### src/rtl/decode_stage.sv
// Registered RV32I decode stage: one instruction per valid/ready transfer, decoded
// fields appear one cycle after acceptance, with flush and optional RV32M decode.
module decode_stage #(
  parameter int XLEN     = 32,
  parameter bit ENABLE_M = 1'b0,
  parameter int ALU_OP_W = 5
) (
  input  logic                CLK,
  input  logic                RST,
  input  logic                FLUSH,
  input  logic                IN_VALID,
  output logic                IN_READY,
  input  logic [31:0]         INSTRUCTION,
  input  logic [XLEN-1:0]     IN_PC,
  output logic                OUT_VALID,
  input  logic                OUT_READY,
  output logic [XLEN-1:0]     OUT_PC,
  output logic [4:0]          RS1,
  output logic [4:0]          RS2,
  output logic [4:0]          RD,
  output logic [XLEN-1:0]     IMM,
  output logic [ALU_OP_W-1:0] ALU_OP,
  output logic                USE_IMM,
  output logic                REG_WRITE,
  output logic                MEM_READ,
  output logic                MEM_WRITE,
  output logic                BRANCH,
  output logic                JUMP,
  output logic                ILLEGAL,
  output logic [2:0]          FUNCT3
);

  localparam logic [ALU_OP_W-1:0] ALU_ADD   = ALU_OP_W'(0);
  localparam logic [ALU_OP_W-1:0] ALU_SUB   = ALU_OP_W'(1);
  localparam logic [ALU_OP_W-1:0] ALU_SLL   = ALU_OP_W'(2);
  localparam logic [ALU_OP_W-1:0] ALU_SLT   = ALU_OP_W'(3);
  localparam logic [ALU_OP_W-1:0] ALU_SLTU  = ALU_OP_W'(4);
  localparam logic [ALU_OP_W-1:0] ALU_XOR   = ALU_OP_W'(5);
  localparam logic [ALU_OP_W-1:0] ALU_SRL   = ALU_OP_W'(6);
  localparam logic [ALU_OP_W-1:0] ALU_SRA   = ALU_OP_W'(7);
  localparam logic [ALU_OP_W-1:0] ALU_OR    = ALU_OP_W'(8);
  localparam logic [ALU_OP_W-1:0] ALU_AND   = ALU_OP_W'(9);
  localparam logic [ALU_OP_W-1:0] ALU_MUL   = ALU_OP_W'(10);
  localparam logic [ALU_OP_W-1:0] ALU_PASSB = ALU_OP_W'(18);

  localparam logic [6:0] OPC_LUI    = 7'h37;
  localparam logic [6:0] OPC_AUIPC  = 7'h17;
  localparam logic [6:0] OPC_JAL    = 7'h6F;
  localparam logic [6:0] OPC_JALR   = 7'h67;
  localparam logic [6:0] OPC_BRANCH = 7'h63;
  localparam logic [6:0] OPC_LOAD   = 7'h03;
  localparam logic [6:0] OPC_STORE  = 7'h23;
  localparam logic [6:0] OPC_OPIMM  = 7'h13;
  localparam logic [6:0] OPC_OP     = 7'h33;
  localparam logic [6:0] OPC_MISC   = 7'h0F;

  function automatic logic [ALU_OP_W-1:0] base_alu(input logic [2:0] f3);
    case (f3)
      3'd0:    return ALU_ADD;
      3'd1:    return ALU_SLL;
      3'd2:    return ALU_SLT;
      3'd3:    return ALU_SLTU;
      3'd4:    return ALU_XOR;
      3'd5:    return ALU_SRL;
      3'd6:    return ALU_OR;
      default: return ALU_AND;
    endcase
  endfunction

  logic [6:0]  opcode, funct7;
  logic [2:0]  funct3;
  logic [31:0] imm_i, imm_s, imm_b, imm_u, imm_j;

  assign opcode = INSTRUCTION[6:0];
  assign funct3 = INSTRUCTION[14:12];
  assign funct7 = INSTRUCTION[31:25];
  assign imm_i  = {{20{INSTRUCTION[31]}}, INSTRUCTION[31:20]};
  assign imm_s  = {{20{INSTRUCTION[31]}}, INSTRUCTION[31:25], INSTRUCTION[11:7]};
  assign imm_b  = {{19{INSTRUCTION[31]}}, INSTRUCTION[31], INSTRUCTION[7],
                   INSTRUCTION[30:25], INSTRUCTION[11:8], 1'b0};
  assign imm_u  = {INSTRUCTION[31:12], 12'b0};
  assign imm_j  = {{11{INSTRUCTION[31]}}, INSTRUCTION[31], INSTRUCTION[19:12],
                   INSTRUCTION[20], INSTRUCTION[30:21], 1'b0};

  logic [4:0]          d_rs1, d_rs2, d_rd;
  logic [31:0]         d_imm;
  logic [ALU_OP_W-1:0] d_alu;
  logic d_use_imm, d_reg_write, d_mem_read, d_mem_write, d_branch, d_jump, d_illegal;

  always_comb begin
    d_rs1 = '0; d_rs2 = '0; d_rd = '0; d_imm = '0; d_alu = ALU_ADD;
    d_use_imm = 1'b0; d_reg_write = 1'b0; d_mem_read = 1'b0; d_mem_write = 1'b0;
    d_branch = 1'b0; d_jump = 1'b0; d_illegal = 1'b0;
    unique case (opcode)
      OPC_LUI: begin
        d_rd = INSTRUCTION[11:7]; d_imm = imm_u; d_alu = ALU_PASSB;
        d_use_imm = 1'b1; d_reg_write = 1'b1;
      end
      OPC_AUIPC: begin
        d_rd = INSTRUCTION[11:7]; d_imm = imm_u; d_use_imm = 1'b1; d_reg_write = 1'b1;
      end
      OPC_JAL: begin
        d_rd = INSTRUCTION[11:7]; d_imm = imm_j; d_use_imm = 1'b1;
        d_jump = 1'b1; d_reg_write = 1'b1;
      end
      OPC_JALR: begin
        d_rs1 = INSTRUCTION[19:15]; d_rd = INSTRUCTION[11:7]; d_imm = imm_i;
        d_use_imm = 1'b1; d_jump = 1'b1; d_reg_write = 1'b1;
      end
      OPC_BRANCH: begin
        d_rs1 = INSTRUCTION[19:15]; d_rs2 = INSTRUCTION[24:20]; d_imm = imm_b;
        d_alu = ALU_SUB; d_branch = 1'b1;
        d_illegal = (funct3 == 3'd2) || (funct3 == 3'd3);
      end
      OPC_LOAD: begin
        d_rs1 = INSTRUCTION[19:15]; d_rd = INSTRUCTION[11:7]; d_imm = imm_i;
        d_use_imm = 1'b1; d_mem_read = 1'b1; d_reg_write = 1'b1;
        d_illegal = (funct3 == 3'd3) || (funct3 >= 3'd6);
      end
      OPC_STORE: begin
        d_rs1 = INSTRUCTION[19:15]; d_rs2 = INSTRUCTION[24:20]; d_imm = imm_s;
        d_use_imm = 1'b1; d_mem_write = 1'b1;
        d_illegal = funct3 > 3'd2;
      end
      OPC_OPIMM: begin
        d_rs1 = INSTRUCTION[19:15]; d_rd = INSTRUCTION[11:7]; d_imm = imm_i;
        d_use_imm = 1'b1; d_reg_write = 1'b1; d_alu = base_alu(funct3);
        if (funct3 == 3'd5 && funct7 == 7'h20) d_alu = ALU_SRA;
        // Shift-immediates reuse the top I-immediate bits as funct7.
        d_illegal = (funct3 == 3'd1 && funct7 != 7'h00) ||
                    (funct3 == 3'd5 && funct7 != 7'h00 && funct7 != 7'h20);
      end
      OPC_OP: begin
        d_rs1 = INSTRUCTION[19:15]; d_rs2 = INSTRUCTION[24:20]; d_rd = INSTRUCTION[11:7];
        d_reg_write = 1'b1;
        case (funct7)
          7'h00: d_alu = base_alu(funct3);
          7'h20: begin
            if (funct3 == 3'd0)      d_alu = ALU_SUB;
            else if (funct3 == 3'd5) d_alu = ALU_SRA;
            else                     d_illegal = 1'b1;
          end
          7'h01: begin
            d_alu = ALU_MUL + ALU_OP_W'(funct3);
            d_illegal = !ENABLE_M;
          end
          default: d_illegal = 1'b1;
        endcase
      end
      OPC_MISC: begin
        // FENCE retires as a NOP: no fields, no side effects.
      end
      default: d_illegal = 1'b1;
    endcase
    if (d_illegal) begin
      d_reg_write = 1'b0; d_mem_read = 1'b0; d_mem_write = 1'b0;
      d_branch = 1'b0; d_jump = 1'b0;
    end
    if (d_rd == 5'd0) d_reg_write = 1'b0;
  end

  // Handshake: a transfer happens on an edge where valid && ready on that side.
  // IN_READY depends only on OUT_VALID/OUT_READY; FLUSH drops both held and incoming.
  logic load_en;
  assign IN_READY = !OUT_VALID || OUT_READY;
  assign load_en  = IN_VALID && IN_READY;

  always_ff @(posedge CLK) begin
    if (RST) begin
      OUT_VALID <= 1'b0; OUT_PC <= '0; RS1 <= '0; RS2 <= '0; RD <= '0; IMM <= '0;
      ALU_OP <= '0; USE_IMM <= 1'b0; REG_WRITE <= 1'b0; MEM_READ <= 1'b0;
      MEM_WRITE <= 1'b0; BRANCH <= 1'b0; JUMP <= 1'b0; ILLEGAL <= 1'b0; FUNCT3 <= '0;
    end else if (FLUSH) begin
      OUT_VALID <= 1'b0;
    end else if (load_en) begin
      OUT_VALID <= 1'b1; OUT_PC <= IN_PC; RS1 <= d_rs1; RS2 <= d_rs2; RD <= d_rd;
      IMM <= XLEN'($signed(d_imm)); ALU_OP <= d_alu; USE_IMM <= d_use_imm;
      REG_WRITE <= d_reg_write; MEM_READ <= d_mem_read; MEM_WRITE <= d_mem_write;
      BRANCH <= d_branch; JUMP <= d_jump; ILLEGAL <= d_illegal; FUNCT3 <= funct3;
    end else if (OUT_READY) begin
      OUT_VALID <= 1'b0;
    end
  end

endmodule

### config.mk
export PLATFORM = sky130hd
export DESIGN_NAME = decode_stage
export DESIGN_NICKNAME = d
export VERILOG_FILES = /design/src/rtl/decode_stage.sv
export SDC_FILE = /design/constraint.sdc
export NUM_CORES = 1
export LEC_CHECK = 0
export ABC_AREA = 0
export CORE_MARGIN = 5
export CORE_UTILIZATION = 43
export CTS_BUF_LIST = sky130_fd_sc_hd__clkbuf_4 sky130_fd_sc_hd__clkbuf_8 sky130_fd_sc_hd__clkbuf_16
export CTS_CLUSTER_SIZE = 25
export DETAILED_ROUTE_END_ITERATION = 8
export GPL_TIMING_DRIVEN = 0
export PLACE_DENSITY = 0.92
export REMOVE_ABC_BUFFERS = 1
export SYNTH_ARGS = -nofsm -noshare
export SYNTH_HDL_FRONTEND = slang
export SYNTH_SLANG_ARGS = --single-unit
### constraint.sdc
create_clock -name CLK -period 2.4 [get_ports CLK]
set_input_delay 0.48 -clock CLK [delete_from_list [all_inputs] [get_ports CLK]]
set_output_delay 0.48 -clock CLK [all_outputs]
set_load 0.05 [all_outputs]
==> impl_metrics.ini, run 1 <==
[logic_synthesis]
synthArstFlopShare_pct = 0
synth_adder_area_share_pct = 0.931
syn_inst = 500
synth_top_area_cell = dfxtp_1
synth_top_area_share_pct = 47.1
synth_compound_gate_area_share_pct = 23.5
synth_area_per_cell_um2 = 8.07
synthTopCellsByArea = dfxtp_1 (47%), nand2_1 (11%), a21oi_1 (7.3%), a22oi_1 (6.1%), nor2_1 (3.1%)
synth_edf_count = 0
synth_xor_area_share_pct = 0.217
synthTopCellsByCount = nand2_1 (113), dfxtp_1 (95), a21oi_1 (59)
synth_top_family_by_area = simple AND/OR/NAND/NOR gates
synthMostInstantiatedCell = nand2_1
synthSimpleGateAreaFrac_pct = 23.7
synth_mux_area_share_pct = 0.248
synth-seq-cells = 95
synth_cell_types = 54
synth_ff_type = dfxtp_1
synth.yosys.seq_area_share_pct = 47.1
netlist_area_um2 = 4030
yosys_warnings = 0

[detailed_routing]
ant_nets = 0
via_per_inst = 5.66
wl_per_cell_um = 17.3
remaining_drc_errors = 0
routed_wl_mm = 13.2
drt_iter0_markers = 298
via_count = 4313
firstDrtPassIters = 5

[run]
max_cap_violations = 0

[die]
rows = 35
start_util_pct = 43.9
core_region_area_um2 = 9200
die_w_um = 107
fp.dieArea_um2 = 11400
die_h_um = 107
io_pins = 165

[worst_setup_path]
crit_arrival_ns = 2.61
criticalPathCategory = input pin to register
crit_required_ns = 2.68
endpoint_kind = register
worstSetupStartpointType = input pin
critPathMaxFanout = 7

[finish]
antenna-diode-count = 0
area_growth_pct = 50.2
post_route_cells_drive_above_1_share_pct = 5.99
nets = 719
stdcell_area_um2 = 6060

[timing]
finalHoldViolCount = 0
relSlewSlack_pct = 41.5
drv_slew = 0
rsz0062_at_grt = false
max_freq_mhz = 431
tns_ns = 0
period_share_pct = 96.7
setup_viol = 0
period_needed_ns = 2.32
fin_skew_ns = 0.0106
worst_pin_slew_ns = 0.878
fin_worst_hold_slack_ns = 0.455

[power_and_ir_drop]
power.density_nw_per_um2 = 551
p_leak_nw = 2.11
ir_worst_vdd_mv = 0.327

[global_routing]
gr-total-overflow = 0
grt_pass1_vias = 4061
gr-usage-all-layers_pct = 22.0
grt_max_degree = 86
antenna_found_initial = 0
grt_pass1_wl_mm = 20.6

[clock_tree]
ctsHoldBuffers = 0
cts_tree = built
clock_tree.root_cell = clkbuf_8
insertion_delay_ns = 0.36
numCtsBuffers = 9
cts.htree.levels = 3
cts.sinks = 95
cts.clk_slew.worst_paths_ns = 0.10
clock_tree.buffer_depth = 2

[worst_hold_path]
hold_path_class = register to register

[place]
gp_routability_congestion = 0.861
place.port_buffers = 164
hpwl_mm = 9.65
place_area_um2 = 5760

[status]
outcome = finished, final reports clean
==> power breakdown <==
part | internal (mW) | total [mW] | switching [mW]
Combinational | 0.221 | 0.548 | 0.327
Clock | 0.598 | 1.16 | 0.564
Sequential | 1.61 | 1.63 | 0.0173
==> worst max-delay path, stage by stage <==
cell and delay [ns]:
clkdlybuf4s50_1 0.67, nand3b_4 0.18, or4_4 0.51, o31a_1 0.16, a211o_1 0.41, o21ai_1 0.18
==> final timing paths <==
check               to           start  slack, ns  depth (start not counted)
min             IMM[3]          IMM[3]       0.45                          2
max reg2reg  MEM_WRITE       OUT_VALID       0.38                          5
max             IMM[4]  INSTRUCTION[0]       0.08                          6
min reg2reg     IMM[3]          IMM[3]       0.45                          2
==> timing repair <==
| action | CTS | global route |
|---|---|---|
| gates resized for setup | 14 | 5 |
| buffers inserted | 1 | 1 |
| pin swaps | 1 | 2 |
| setup endpoints to repair | 42 | 18 |
==> logic make-up (layout without fill, tap and decap cells) <==
logic type	Yosys count	count (layout)
xor gates and xnor gates	1	1
muxes	1	1
DFF	95	95
AOI/OAI and AO/OA	149	149
and+or+nand+nor	207	207
buffers and inverters	44	195
adders and majority gates	3	3
==> per-layer routing <==
layer	up-vias	wire length (um)	GRT usage (%)
met3	25	1110	5.60
met2	224	6370	37.7
met1	2008	5390	26.8
met4	0	277	7.40
met5	-	0	0
li1	2056	-	-
==> layout make-up <==
type,instances,area (um^2)
fill,727,3140
multi-input combinational,361,2030
sequential,95,1900
timing repair buffer,173,1750
tap,111,139
clock buffer,10,131
clock inverter,5,82.6
inverter,7,26.3
==> placed cells by master, fill, tap and decap left out, types with 7 or more instances in the layout <==
master / synthesis / routed
dfxtp_1: 95 / 95
o21ai_1: 10 / 10
a21oi_1: 59 / 59
nor2_1: 33 / 32
o21ai_0: 9 / 9
clkbuf_8: 0 / 9
nand2_1: 113 / 112
nand3_1: 10 / 10
a31oi_1: 7 / 7
nor3_1: 8 / 7
a22oi_1: 33 / 33
nor2b_1: 7 / 7
inv_1: 7 / 7
clkdlybuf4s50_1: 0 / 154
==> through the flow <==
step                      power, mW  setup WS (ns)  instances  utilization, %
final                          3.34         0.0788        762            65.9
after global placement         2.17          -4.20        738            61.6
after floorplan                1.91          -1.98        463               -
after global routing           3.46         0.0356        762            65.9
after CTS                      3.35         0.0500        761            65.5
after detailed placement       2.20          -1.47        745            62.7
==> sequential cells by signal, indices dropped and copies added, names as in the netlist, 3 cells and up <==
register,count
RS2,5
OUT_PC,32
RS1,5
IMM,32
FUNCT3,3
RD,5
ALU_OP,5
Power figures use the tool's default switching activity.
==> inputs of run 2 (changes only) <==
Settings changed: CORE_UTILIZATION 43 to 45, DONT_BUFFER_PORTS set to 1, PLACE_DENSITY 0.92 to 0.72.
==> impl_metrics.ini, run 2 (same netlist as run 1, synthesis figures left out) <==
[clock_tree]
cts_tree = built
cts.clk_slew.worst_paths_ns = 0.09
cts.sinks = 95
clock_tree.buffer_depth = 2
ctsHoldBuffers = 0
clock_tree.root_cell = clkbuf_8
cts.htree.levels = 3
numCtsBuffers = 9
insertion_delay_ns = 0.36

[global_routing]
met2_usage_pct = 30.1
grt-busiest-layer = met2
use_met3_pct = 10.2
grt_pass1_wl_mm = 17.9
gr-usage-all-layers_pct = 19.7
antenna_found_initial = 0
grtUsageMet1_pct = 25.0
grt_pass1_vias = 3350
grt_max_degree = 86
gr-total-overflow = 0

[worst_setup_path]
crit_required_ns = 2.69
worstSetupStartpointType = register
slowest_delay_ns = 0.54
criticalPathCategory = register to register
critPathMaxFanout = 20
worstPathCellList = nor2b_2, inv_2, nand3b_1, buf_8, buf_8, or3_1, a31oi_2
crit_arrival_ns = 2.54
r2r_end = IMM[19]
endpoint_kind = register
crit_top_cell = buf_8
worstRegToRegCells = 7
r2r_start = OUT_VALID
r2r_slack_ns = 0.15
crit_path_top_delay_cell = or3_1

[detailed_routing]
wl_per_cell_um = 19.0
remaining_drc_errors = 0
via_per_inst = 5.98
drt_iter0_markers = 198
firstDrtPassIters = 5
ant_nets = 0
via_count = 3560
routed_wl_mm = 11.3

[run]
max_cap_violations = 0

[finish]
final_cell_mix = nand2_1 (112), dfxtp_1 (94), a21oi_1 (59)
instances_no_fill = 595
nets = 554
post_route_cells_drive_above_1_share_pct = 7.39
fill_cells = 830
area_growth_pct = 8.96
seq_area_um2 = 1900
multi_input_area_um2 = 1990
antenna-diode-count = 0
layout_commonest_cell = nand2_1
stdcell_area_um2 = 4400
reg.largest.list = IMM: 32 flops, OUT_PC: 32 flops

[place]
hpwl_mm = 8.45
gp_routability_congestion = 0.833
place_area_um2 = 4130
placedCellCount = 578
place.port_buffers = 0

[timing]
tns_ns = 0
drv_slew = 0
period_share_pct = 93.6
setup_viol = 0
worst_pin_slew_ns = 0.860
finalHoldViolCount = 0
relSlewSlack_pct = 42.5
fin_skew_ns = 0.00654
max_freq_mhz = 445
period_needed_ns = 2.25
rsz0062_at_grt = false
fin_worst_hold_slack_ns = 0.178

[power_and_ir_drop]
ir_worst_vdd_mv = 0.336
power.density_nw_per_um2 = 710
totalPowerFinal_mw = 3.12
p_leak_nw = 1.47

[die]
start_util_pct = 46.3
fp.dieArea_um2 = 11000
io_pins = 165
die_w_um = 105
core_region_area_um2 = 8720
die_h_um = 105
rows = 34

[worst_hold_path]
worstHoldEndpoint = RS2[4]
hold_path_class = input pin to register
hold_start = RST
holdPathStages = 1

[status]
outcome = finished, final reports clean
[run 2: per-layer routing]
metal / wire [um] / vias to the layer above / share of wire (%)
met1: 4580 / 1639 / 41
met3: 1540 / 8 / 14
met2: 5070 / 181 / 45
li1: - / 1732 / -
met4: 93 / 0 / 0.82
met5: 0 / - / 0
[run 2: worst max-delay path by stage]
stage                      to       from  cells after the start
floorplan           REG_WRITE  OUT_VALID                      4
global placement    REG_WRITE  OUT_VALID                      4
detailed placement    IMM[22]  OUT_VALID                      8
CTS                   IMM[22]  OUT_VALID                      8
global route          IMM[23]  OUT_VALID                      8
finish                IMM[19]  OUT_VALID                      7
[run 2: layout make-up]
type	count	share of cell area [%]
Inverter	7	0.598
Timing Repair Buffer	8	2.59
Tap cell	108	3.07
Clock inverter	6	2.08
Multi-Input combinational cell	361	45.2
Sequential cell	95	43.3
Clock buffer	10	3.13
[run 2: per-stage QoR]
step,worst slack (ns),utilization (%)
2_1_floorplan,-1.98,-
3_3_place_gp,-3.88,46.1
3_5_place_dp,-1.24,47.4
4_1_cts,0.00224,50.3
5_1_grt,0.0267,50.4
6_report,0.152,50.4
[run 2: timing repair]
| action | in CTS | in global routing |
|---|---|---|
| pin swaps | 1 | 0 |
| gates resized for setup | 4 | 3 |
| buffers inserted | 1 | 0 |
| hold endpoints to repair | 0 | 0 |
| gates cloned | 0 | 0 |
| setup endpoints to repair | 77 | 20 |
[run 2: critical path, delay by kind of cell, from the launching register on]
kind,cells,cell delay (ns)
compound gates,1,0.22
buf+inv,3,0.57
flops,1,0.42
simple gates,3,0.96
[run 2: power breakdown]
group          leakage [nW]  total, mW  internal [mW]  switching [mW]
Clock                 0.117       1.19          0.621           0.564
Combinational         0.581      0.183         0.0752           0.108
Sequential            0.770       1.75           1.61           0.142
Total                  1.47       3.12           2.31           0.814
==> inputs of run 3 (changes only) <==
Settings changed: CAP_MARGIN set to 20.
==> impl_metrics.ini, run 3 (same netlist as run 1, synthesis figures left out) <==
[place]
placedCellCount = 578
gp_routability_congestion = 0.833
place_area_um2 = 4130
hpwl_mm = 8.46
place.port_buffers = 0
place_ws_ns = -1.27

[clock_tree]
clock_tree.buffer_depth = 2
cts.sinks = 95
cts.htree.levels = 3
numCtsBuffers = 9
insertion_delay_ns = 0.35
clock_tree.root_cell = clkbuf_8
ctsHoldBuffers = 0
cts.clk_slew.worst_paths_ns = 0.10
cts_tree = built

[global_routing]
grt_max_degree = 86
grt_pass1_vias = 3358
gr-usage-all-layers_pct = 19.6
grt_pass1_wl_mm = 17.8
antenna_found_initial = 0
gr-total-overflow = 0

[worst_setup_path]
crit_required_ns = 2.68
slowest_delay_ns = 0.42
worstPathCellList = nor2b_2, inv_2, nand3b_1, buf_8, buf_8, nor3_4, a22oi_1, a21oi_1
worstSetupStartpointType = register
cp_top_family = simple AND/OR/NAND/NOR gates
criticalPathCategory = register to register
critPathMaxFanout = 20
crit_arrival_ns = 2.56
worst-path-buf-inv = 3
crit_top_cell = buf_8
endpoint_kind = register
crit_path_top_delay_cell = dfxtp_2

[timing]
drv_slew = 0
rsz0062_at_grt = false
fin_worst_hold_slack_ns = 0.182
fin_skew_ns = 0.00587
finalHoldViolCount = 0
period_share_pct = 95.0
max_freq_mhz = 438
setup_viol = 0
relSlewSlack_pct = 43.0
worst_pin_slew_ns = 0.851
tns_ns = 0
fin_ws_ns = 0.119
period_needed_ns = 2.28

[die]
fp.dieArea_um2 = 11000
die_w_um = 105
rows = 34
die_h_um = 105
io_pins = 165
start_util_pct = 46.3
core_region_area_um2 = 8720

[power_and_ir_drop]
ir_worst_vdd_mv = 0.382
p_leak_nw = 1.47
power.density_nw_per_um2 = 712
totalPowerFinal_mw = 3.12

[finish]
area_growth_pct = 8.72
nets = 554
final_util_pct = 50.3
layout_commonest_cell = nand2_1
final_cell_mix = nand2_1 (112), dfxtp_1 (94), a21oi_1 (59)
stdcell_area_um2 = 4390
post_route_cells_drive_above_1_share_pct = 7.39
reg.largest.list = IMM: 32 flops, OUT_PC: 32 flops
antenna-diode-count = 0
instances_no_fill = 595

[detailed_routing]
drt_iter0_markers = 263
firstDrtPassIters = 5
routed_wl_mm = 11.2
via_per_inst = 6.03
wl_per_cell_um = 18.9
remaining_drc_errors = 0
via_count = 3589
ant_nets = 0

[worst_hold_path]
hold_path_class = input pin to register

[run]
max_cap_violations = 0

[status]
outcome = finished, final reports clean
-- run 3: cell count changes in the layout (fill, tap and decap cells not counted) --
cell	change
clkinv_4	-2
inv_6	+2
a21oi_2	+1
a21oi_4	-1
clkbuf_8	-1
inv_8	+1
-- run 3: final timing paths --
check             from   endpoint  slack (ns)  cells past startpoint
min                RST     RS2[4]        0.18                      1
min reg2reg  OUT_PC[0]  OUT_PC[0]        0.70                      2
max reg2reg  OUT_VALID    IMM[22]        0.12                      8
max          OUT_VALID    IMM[22]        0.12                      8
-- run 3: report_power, final --
part / internal (mW) / total, mW / switching (mW)
clock network: 0.604 / 1.19 / 0.584
logic: 0.0750 / 0.183 / 0.108
registers: 1.61 / 1.75 / 0.142
total: 2.29 / 3.12 / 0.834
-- run 3: repair_timing --
action,in CTS,in global routing
setup endpoints to repair,79,20
setup buffers,1,0
pin swaps,1,0
resized for setup,4,2
-- run 3: layout make-up --
class,count,area [um^2]
Clock inverter,7,103
Fill cell,839,4340
Clock buffer,9,124
Timing Repair Buffer,8,114
Sequential cell,95,1900
Inverter,7,26.3
Multi-Input combinational cell,361,1980
Tap cell,108,135
-- run 3: routing by layer --
metal / vias up / track usage, % / wire length [um]
met5: - / 0 / 0
met4: 0 / 4.66 / 91
met3: 8 / 9.74 / 1580
met2: 191 / 30.5 / 5030
met1: 1657 / 24.6 / 4520
li1: 1733 / - / -
